<file path="config.mk">
export PLATFORM = sky130hd
export DESIGN_NAME = pipe_stage_reg
export DESIGN_NICKNAME = d
export VERILOG_FILES = /design/src/rtl/pipe_pkg.sv /design/src/rtl/pipe_stage_reg_slot.sv /design/src/rtl/pipe_stage_reg.sv
export SDC_FILE = /design/constraint.sdc
export NUM_CORES = 1
export LEC_CHECK = 0
export BUFFER_PORTS_ARGS = -buffer_cell sky130_fd_sc_hd__buf_4
export CAP_MARGIN = 5
export CORE_UTILIZATION = 45
export CTS_CLUSTER_SIZE = 25
export DETAILED_ROUTE_END_ITERATION = 8
export PLACE_DENSITY = 0.75
export SLEW_MARGIN = 5
export SYNTH_ARGS = -nofsm -noshare
export SYNTH_HDL_FRONTEND = slang
export SYNTH_HIERARCHICAL = 1
export SYNTH_SLANG_ARGS = --single-unit
</file>
<file path="constraint.sdc">
create_clock -name clk -period 2.6 [get_ports clk]
set_clock_uncertainty 0.15 [all_clocks]
set_input_delay 0.65 -clock clk [delete_from_list [all_inputs] [get_ports clk]]
set_output_delay 0.65 -clock clk [all_outputs]
set_load 0.05 [all_outputs]
</file>
<file path="src/rtl/pipe_pkg.sv">
// Shared widths, field offsets and per-stage bundle types for the pipeline-stage registers.
package pipe_pkg;

   localparam int unsigned CTRL_W_EXE = 3;
   localparam int unsigned DATA_W_EXE = 68;

   localparam int unsigned WB_EN_BIT  = 0;
   localparam int unsigned MEM_R_BIT  = 1;
   localparam int unsigned MEM_W_BIT  = 2;

   localparam int unsigned ALU_LSB    = 0;
   localparam int unsigned ST_LSB     = 32;
   localparam int unsigned DEST_LSB   = 64;

   localparam int unsigned WORD_W     = 32;
   localparam int unsigned DEST_W     = 4;

   // Control bundle; the last member sits at bit 0 (wb_en).
   typedef struct packed {
      logic mem_w_en;
      logic mem_r_en;
      logic wb_en;
   } exe_ctrl_t;

   typedef struct packed {
      logic [DEST_W-1:0] dest;
      logic [WORD_W-1:0] st_val;
      logic [WORD_W-1:0] alu_result;
   } exe_data_t;

   typedef struct packed {
      exe_ctrl_t ctrl;
      exe_data_t data;
   } id_exe_t;

   typedef struct packed {
      exe_ctrl_t ctrl;
      exe_data_t data;
   } exe_mem_t;

   typedef struct packed {
      logic              wb_en;
      logic              mem_r_en;
   } wb_ctrl_t;

   typedef struct packed {
      logic [DEST_W-1:0] dest;
      logic [WORD_W-1:0] mem_data;
      logic [WORD_W-1:0] alu_result;
   } wb_data_t;

   typedef struct packed {
      wb_ctrl_t ctrl;
      wb_data_t data;
   } mem_wb_t;

   // Build a flat EXE data word from its fields.
   function automatic logic [DATA_W_EXE-1:0] exe_pack(input logic [WORD_W-1:0] alu,
                                                      input logic [WORD_W-1:0] st,
                                                      input logic [DEST_W-1:0] dest);
      exe_data_t d;
      d.alu_result = alu;
      d.st_val     = st;
      d.dest       = dest;
      return DATA_W_EXE'(d);
   endfunction

endpackage

</file>
<file path="src/rtl/pipe_stage_reg_slot.sv">
// One valid+ctrl+data entry: load a beat, or clear to a bubble (ctrl zeroed, data kept).
module pipe_slot
   import pipe_pkg::*;
#(
   parameter int unsigned CTRL_W = CTRL_W_EXE,
   parameter int unsigned DATA_W = DATA_W_EXE
) (
   input  logic              clk,
   input  logic              rst,
   input  logic              load,
   input  logic              clear,
   input  logic [CTRL_W-1:0] ld_ctrl,
   input  logic [DATA_W-1:0] ld_data,
   output logic              valid,
   output logic [CTRL_W-1:0] ctrl,
   output logic [DATA_W-1:0] data
);

   logic              valid_d, valid_q;
   logic [CTRL_W-1:0] ctrl_d,  ctrl_q;
   logic [DATA_W-1:0] data_d,  data_q;

   // Clear wins over load so a flush always produces a bubble.
   always_comb begin
      valid_d = valid_q;
      ctrl_d  = ctrl_q;
      data_d  = data_q;
      if (clear) begin
         valid_d = 1'b0;
         ctrl_d  = '0;
      end else if (load) begin
         valid_d = 1'b1;
         ctrl_d  = ld_ctrl;
         data_d  = ld_data;
      end
   end

   always_ff @(posedge clk or posedge rst) begin
      if (rst) begin
         valid_q <= 1'b0;
         ctrl_q  <= '0;
         data_q  <= '0;
      end else begin
         valid_q <= valid_d;
         ctrl_q  <= ctrl_d;
         data_q  <= data_d;
      end
   end

   assign valid = valid_q;
   assign ctrl  = ctrl_q;
   assign data  = data_q;

endmodule

</file>
<file path="src/rtl/pipe_stage_reg.sv">
// Pipeline-stage register with valid/ready handshake, flush-to-bubble and optional skid entry.
module pipe_stage_reg
   import pipe_pkg::*;
#(
   parameter int unsigned CTRL_W = CTRL_W_EXE,
   parameter int unsigned DATA_W = DATA_W_EXE,
   parameter int unsigned SKID   = 1
) (
   input  logic              clk,
   input  logic              rst,
   input  logic              flush,
   input  logic              in_valid,
   output logic              in_ready,
   input  logic [CTRL_W-1:0] in_ctrl,
   input  logic [DATA_W-1:0] in_data,
   output logic              out_valid,
   input  logic              out_ready,
   output logic [CTRL_W-1:0] out_ctrl,
   output logic [DATA_W-1:0] out_data,
   output logic [1:0]        occupancy
);

   localparam bit HAS_SKID = (SKID != 0);

   logic              main_valid, skid_valid;
   logic [CTRL_W-1:0] main_ctrl,  skid_ctrl;
   logic [DATA_W-1:0] main_data,  skid_data;

   logic              accept, drain;
   logic              main_load, main_clear, main_from_skid;
   logic              skid_load, skid_clear;
   logic              main_valid_nx, skid_valid_nx;
   logic [CTRL_W-1:0] main_ld_ctrl;
   logic [DATA_W-1:0] main_ld_data;
   logic [1:0]        occ_d, occ_q;

   // With a skid entry in_ready depends only on a flop; without it, on out_ready too.
   generate
      if (HAS_SKID) begin : g_rdy_reg
         assign in_ready = !skid_valid;
      end else begin : g_rdy_comb
         assign in_ready = !main_valid | out_ready;
      end
   endgenerate

   // Entry transition selection; flush overrides everything.
   always_comb begin
      main_load      = 1'b0;
      main_clear     = 1'b0;
      main_from_skid = 1'b0;
      skid_load      = 1'b0;
      skid_clear     = 1'b0;
      accept         = in_valid & in_ready;
      drain          = main_valid & out_ready;
      if (flush) begin
         main_clear = 1'b1;
         skid_clear = 1'b1;
      end else if (skid_valid && drain) begin
         main_load      = 1'b1;
         main_from_skid = 1'b1;
         skid_clear     = 1'b1;
      end else if (accept && (!main_valid || drain)) begin
         main_load = 1'b1;
      end else if (accept && HAS_SKID) begin
         skid_load = 1'b1;
      end else if (drain) begin
         main_clear = 1'b1;
      end
   end

   always_comb begin
      main_ld_ctrl = in_ctrl;
      main_ld_data = in_data;
      if (main_from_skid) begin
         main_ld_ctrl = skid_ctrl;
         main_ld_data = skid_data;
      end
   end

   // Occupancy is tracked in its own flop, updated with the entries' next state.
   always_comb begin
      main_valid_nx = main_valid;
      skid_valid_nx = skid_valid;
      if (main_clear)     main_valid_nx = 1'b0;
      else if (main_load) main_valid_nx = 1'b1;
      if (skid_clear)     skid_valid_nx = 1'b0;
      else if (skid_load) skid_valid_nx = 1'b1;
      occ_d = 2'(main_valid_nx) + 2'(skid_valid_nx);
   end

   always_ff @(posedge clk or posedge rst) begin
      if (rst) occ_q <= 2'd0;
      else     occ_q <= occ_d;
   end

   pipe_slot #(
      .CTRL_W (CTRL_W),
      .DATA_W (DATA_W)
   ) u_main (
      .clk     (clk),
      .rst     (rst),
      .load    (main_load),
      .clear   (main_clear),
      .ld_ctrl (main_ld_ctrl),
      .ld_data (main_ld_data),
      .valid   (main_valid),
      .ctrl    (main_ctrl),
      .data    (main_data)
   );

   generate
      if (HAS_SKID) begin : g_skid
         pipe_slot #(
            .CTRL_W (CTRL_W),
            .DATA_W (DATA_W)
         ) u_skid (
            .clk     (clk),
            .rst     (rst),
            .load    (skid_load),
            .clear   (skid_clear),
            .ld_ctrl (in_ctrl),
            .ld_data (in_data),
            .valid   (skid_valid),
            .ctrl    (skid_ctrl),
            .data    (skid_data)
         );
      end else begin : g_no_skid
         assign skid_valid = 1'b0;
         assign skid_ctrl  = '0;
         assign skid_data  = '0;
      end
   endgenerate

   assign out_valid = main_valid;
   assign out_ctrl  = main_ctrl;
   assign out_data  = main_data;
   assign occupancy = occ_q;

endmodule

</file>
==> qor.log <==
INFO  sta            setup_viol_count_final=0
INFO  critical_path  critical_path_class=reg2reg
INFO  synth          edff_count_synth=0
INFO  cts            cts_max_path_buffers=2
INFO  route          vias_per_cell=5.09
INFO  cts            cts_tree=yes
INFO  sta            max_slew_margin=47.5%
INFO  route          drt-total-wl=14.3mm
INFO  floorplanning  placeableCoreArea=15100um^2
INFO  critical_path  worstReg2RegStart=u_main/valid$_DFFE_PP0P_
INFO  finish         area.growth.synth_to_final=28.4%
INFO  route          wl_per_cell=18.2um
INFO  floorplanning  starting_density_of_the_core=45.9%
INFO  job            max_cap_viol_count=0
INFO  sta            tightest_slew=787ps
INFO  grt            grt_util_all_layers=19.1%
INFO  grt            grt_antenna_before_repair=0
INFO  cts            postCtsSetupBuffers=0
INFO  grt            grt_start_max_net_pins=45
INFO  finish         drive_above_1_share=69.8%
INFO  sta            grt_setup_unrepaired=no
INFO  floorplanning  io-pin-count=151
INFO  critical_path  crit_required=2740ps
INFO  sta            max_clock_freq=0.402GHz
INFO  floorplanning  dieWidth=126um
INFO  synth          synth_area_leaders=sky130_fd_sc_hd__dfrtp_1 53%, sky130_fd_sc_hd__mux2_4 24%, sky130_fd_sc_hd__mux2_2 16%
INFO  cts            cts.sink_count=146
INFO  route          route.vias.total=3992
INFO  critical_path  startpoint=u_main/valid$_DFFE_PP0P_
INFO  route          drt_first_pass_iters=4
INFO  finish         num_antenna_cells=0
INFO  synth          syn_area=6950um^2
INFO  synth          synth_sequential_area_ratio=52.5%
INFO  synth          post-synth-top-area-cell=sky130_fd_sc_hd__dfrtp_1
INFO  power          power_leakage=4.45nW
INFO  synth          post_synth_inst_count=416
INFO  cts            number_of_buffers_inserted_for_hold_repair_after_clock_tree_synthesis=1
INFO  synth          most_frequent_cells_after_synthesis=146 x sky130_fd_sc_hd__dfrtp_1, 110 x sky130_fd_sc_hd__mux2_4, 97 x sky130_fd_sc_hd__mux2_2, 12 x sky130_fd_sc_hd__nor2_1, 8 x sky130_fd_sc_hd__buf_2
INFO  synth          synth_area_per_cell=16.7um^2
INFO  cts            clk_transition_reported_paths=60ps
INFO  finish         multiInputGateArea=2960um^2
INFO  finish         nets=660
INFO  route          drt_iter0_markers=147
INFO  floorplanning  fp.dieArea=16000um^2
INFO  critical_path  timing.critical_path.from_type=register
INFO  hold_path      min-delay-start=in_data[2]
INFO  place          port_buffers=150
INFO  route          drcViolationCount=0
INFO  place          globalplace.congestion=0.767
INFO  run_status     outcome=completed
INFO  sta            timing.setup.tns=0ps
INFO  critical_path  setup.worst_path.end_class=register
INFO  synth          postSynth.asyncResetShare=100%
INFO  sta            final.min_clock_period=2490ps
INFO  synth          syn_nets=493
INFO  synth          top_cell_type_s_share_of_synthesized_area=52.5%
INFO  cts            numCtsBuffers=17
INFO  floorplanning  std_cell_rows=45
INFO  synth          synth_cell_type_count=22
INFO  finish         fillers=1184
INFO  cts            worst_skew_pair.late_latency=410ps
INFO  grt            grt_pass1_wl=23.5mm
INFO  grt            first_global_vias=4534
INFO  synth          register_bit_total_from_synthesis=146
INFO  synth          yosys.cell_count.top_type=sky130_fd_sc_hd__dfrtp_1
INFO  place          place_hpwl=9.93mm
INFO  cts            cts-resized-gates=0
INFO  sta            final_min_period_over_clock_period=95.6%
INFO  cts            clock_tree.root_cell=sky130_fd_sc_hd__clkbuf_16
INFO  critical_path  timing.critical_path.fanout_max=13
INFO  power          max-vdd-ir-drop=0.000528V
INFO  grt            grt-ovfl-total=0
INFO  synth          synthesis.yosys.warnings=6
INFO  sta            timing_max_transition_violations_final=0
INFO  synth          ys_dominant_reg_cell=sky130_fd_sc_hd__dfrtp_1
INFO  sta            hold_viol_final=0
INFO  power          total_chip_power=7.61mW
INFO  critical_path  cp_data_arrival_time=2630ps
INFO  cts            htree_num_levels=4
INFO  power          power_density=853nW/um^2
INFO  route          final_antenna_net_count=0
INFO  finish         ff_latch_area=3650um^2
INFO  floorplanning  floorplan.die.height=126um
INFO  hold_path      hold_path.class=in2reg
## cell families after synthesis
kind of cell / share of synthesized area [%]
muxes: 40.3
AOI/OAI and AO/OA: 0.630
buffers and inverters: 4.86
and+or+nand+nor: 1.46
adders and majority gates: 0.180
DFF: 52.5
## critical path: stages, from the launching register on
cell and delay [ps]:
sky130_fd_sc_hd__dfrtp_2 450, sky130_fd_sc_hd__inv_1 130, sky130_fd_sc_hd__nor2_1 60, sky130_fd_sc_hd__a2111oi_0 440, sky130_fd_sc_hd__buf_4 240, sky130_fd_sc_hd__nor2b_4 220, sky130_fd_sc_hd__buf_12 180, sky130_fd_sc_hd__buf_12 170
sky130_fd_sc_hd__mux2_4 310
## cell usage in the layout, fill, tap and decap left out, drive strengths merged
| master | instances |
|---|---|
| a2111oi | 1 |
| a211oi | 1 |
| a21o | 1 |
| a21oi | 2 |
| a31o | 1 |
| buf | 173 |
| bufinv | 2 |
| clkbuf | 23 |
| clkinv | 4 |
| clkinvlp | 5 |
| dfrtp | 146 |
| dlygate4sd3 | 1 |
| ha | 1 |
| inv | 3 |
| mux2 | 207 |
| mux2i | 6 |
| nand2 | 1 |
| nand3 | 1 |
| nor2 | 12 |
| nor2b | 2 |
| nor4 | 1 |
| or2 | 1 |
| or2b | 1 |
## registers in the layout, indices dropped and copies added, names as in the netlist
register,cells
u_main/valid,1
g_skid.u_skid/valid,1
g_skid.u_skid/data,68
occupancy,2
u_main/data,68
g_skid.u_skid/ctrl,3
u_main/ctrl,3
## power by group
| part | leakage, nW | internal (mW) | switching (mW) |
|---|---|---|---|
| clock network | 0.273 | 1.46 | 0.907 |
| registers | 1.83 | 2.74 | 0.266 |
| logic | 2.34 | 0.933 | 1.31 |
## metal layers
| metal | wire length [um] | up-vias | GRT usage, % |
|---|---|---|---|
| li1 | - | 1813 | - |
| met1 | 6270 | 2063 | 23.6 |
| met2 | 7120 | 104 | 32.0 |
| met3 | 793 | 12 | 6.75 |
| met4 | 121 | 0 | 4.46 |
| met5 | 0 | - | 0 |
## area by class of cell
type	count	share of cell area (%)
clock inverter	9	1.19
clock buffer	23	5.24
tap	188	2.64
sequential	146	40.9
multi-input combinational	239	33.2
inverter	5	0.294
timing repair buffer	174	16.5
## final timing paths
check / endpoint / slack, ps / cells after the start
worst min-delay path: g_skid.u_skid/data[2]$_DFFE_PP0P_ / 330 / 2
worst max register to register: u_main/data[34]$_DFFE_PP0P_ / 110 / 8
worst max-delay path: u_main/data[34]$_DFFE_PP0P_ / 110 / 8
min in group asynchronous: occupancy[0]$_DFF_PP0_ / 550 / 3
max in group asynchronous: u_main/data[62]$_DFFE_PP0P_ / 800 / 4
worst min register to register: g_skid.u_skid/data[67]$_DFFE_PP0P_ / 350 / 1
## metrics by stage
stage | hold WS, ps | area, um^2 | instances | setup slack [ps] | utilization [%]
finish | 329 | 8930 | 784 | 113 | 58.9
global route | 307 | 8930 | 784 | 5.55 | 58.9
CTS | 302 | 8930 | 784 | 126 | 58.9
detailed placement | 346 | 8340 | 751 | -64.6 | 55.1
global placement | 338 | 8340 | 751 | 15.4 | 55.1
floorplan | 241 | 6960 | 416 | 177 | -
(Power assumes the default switching activity.)
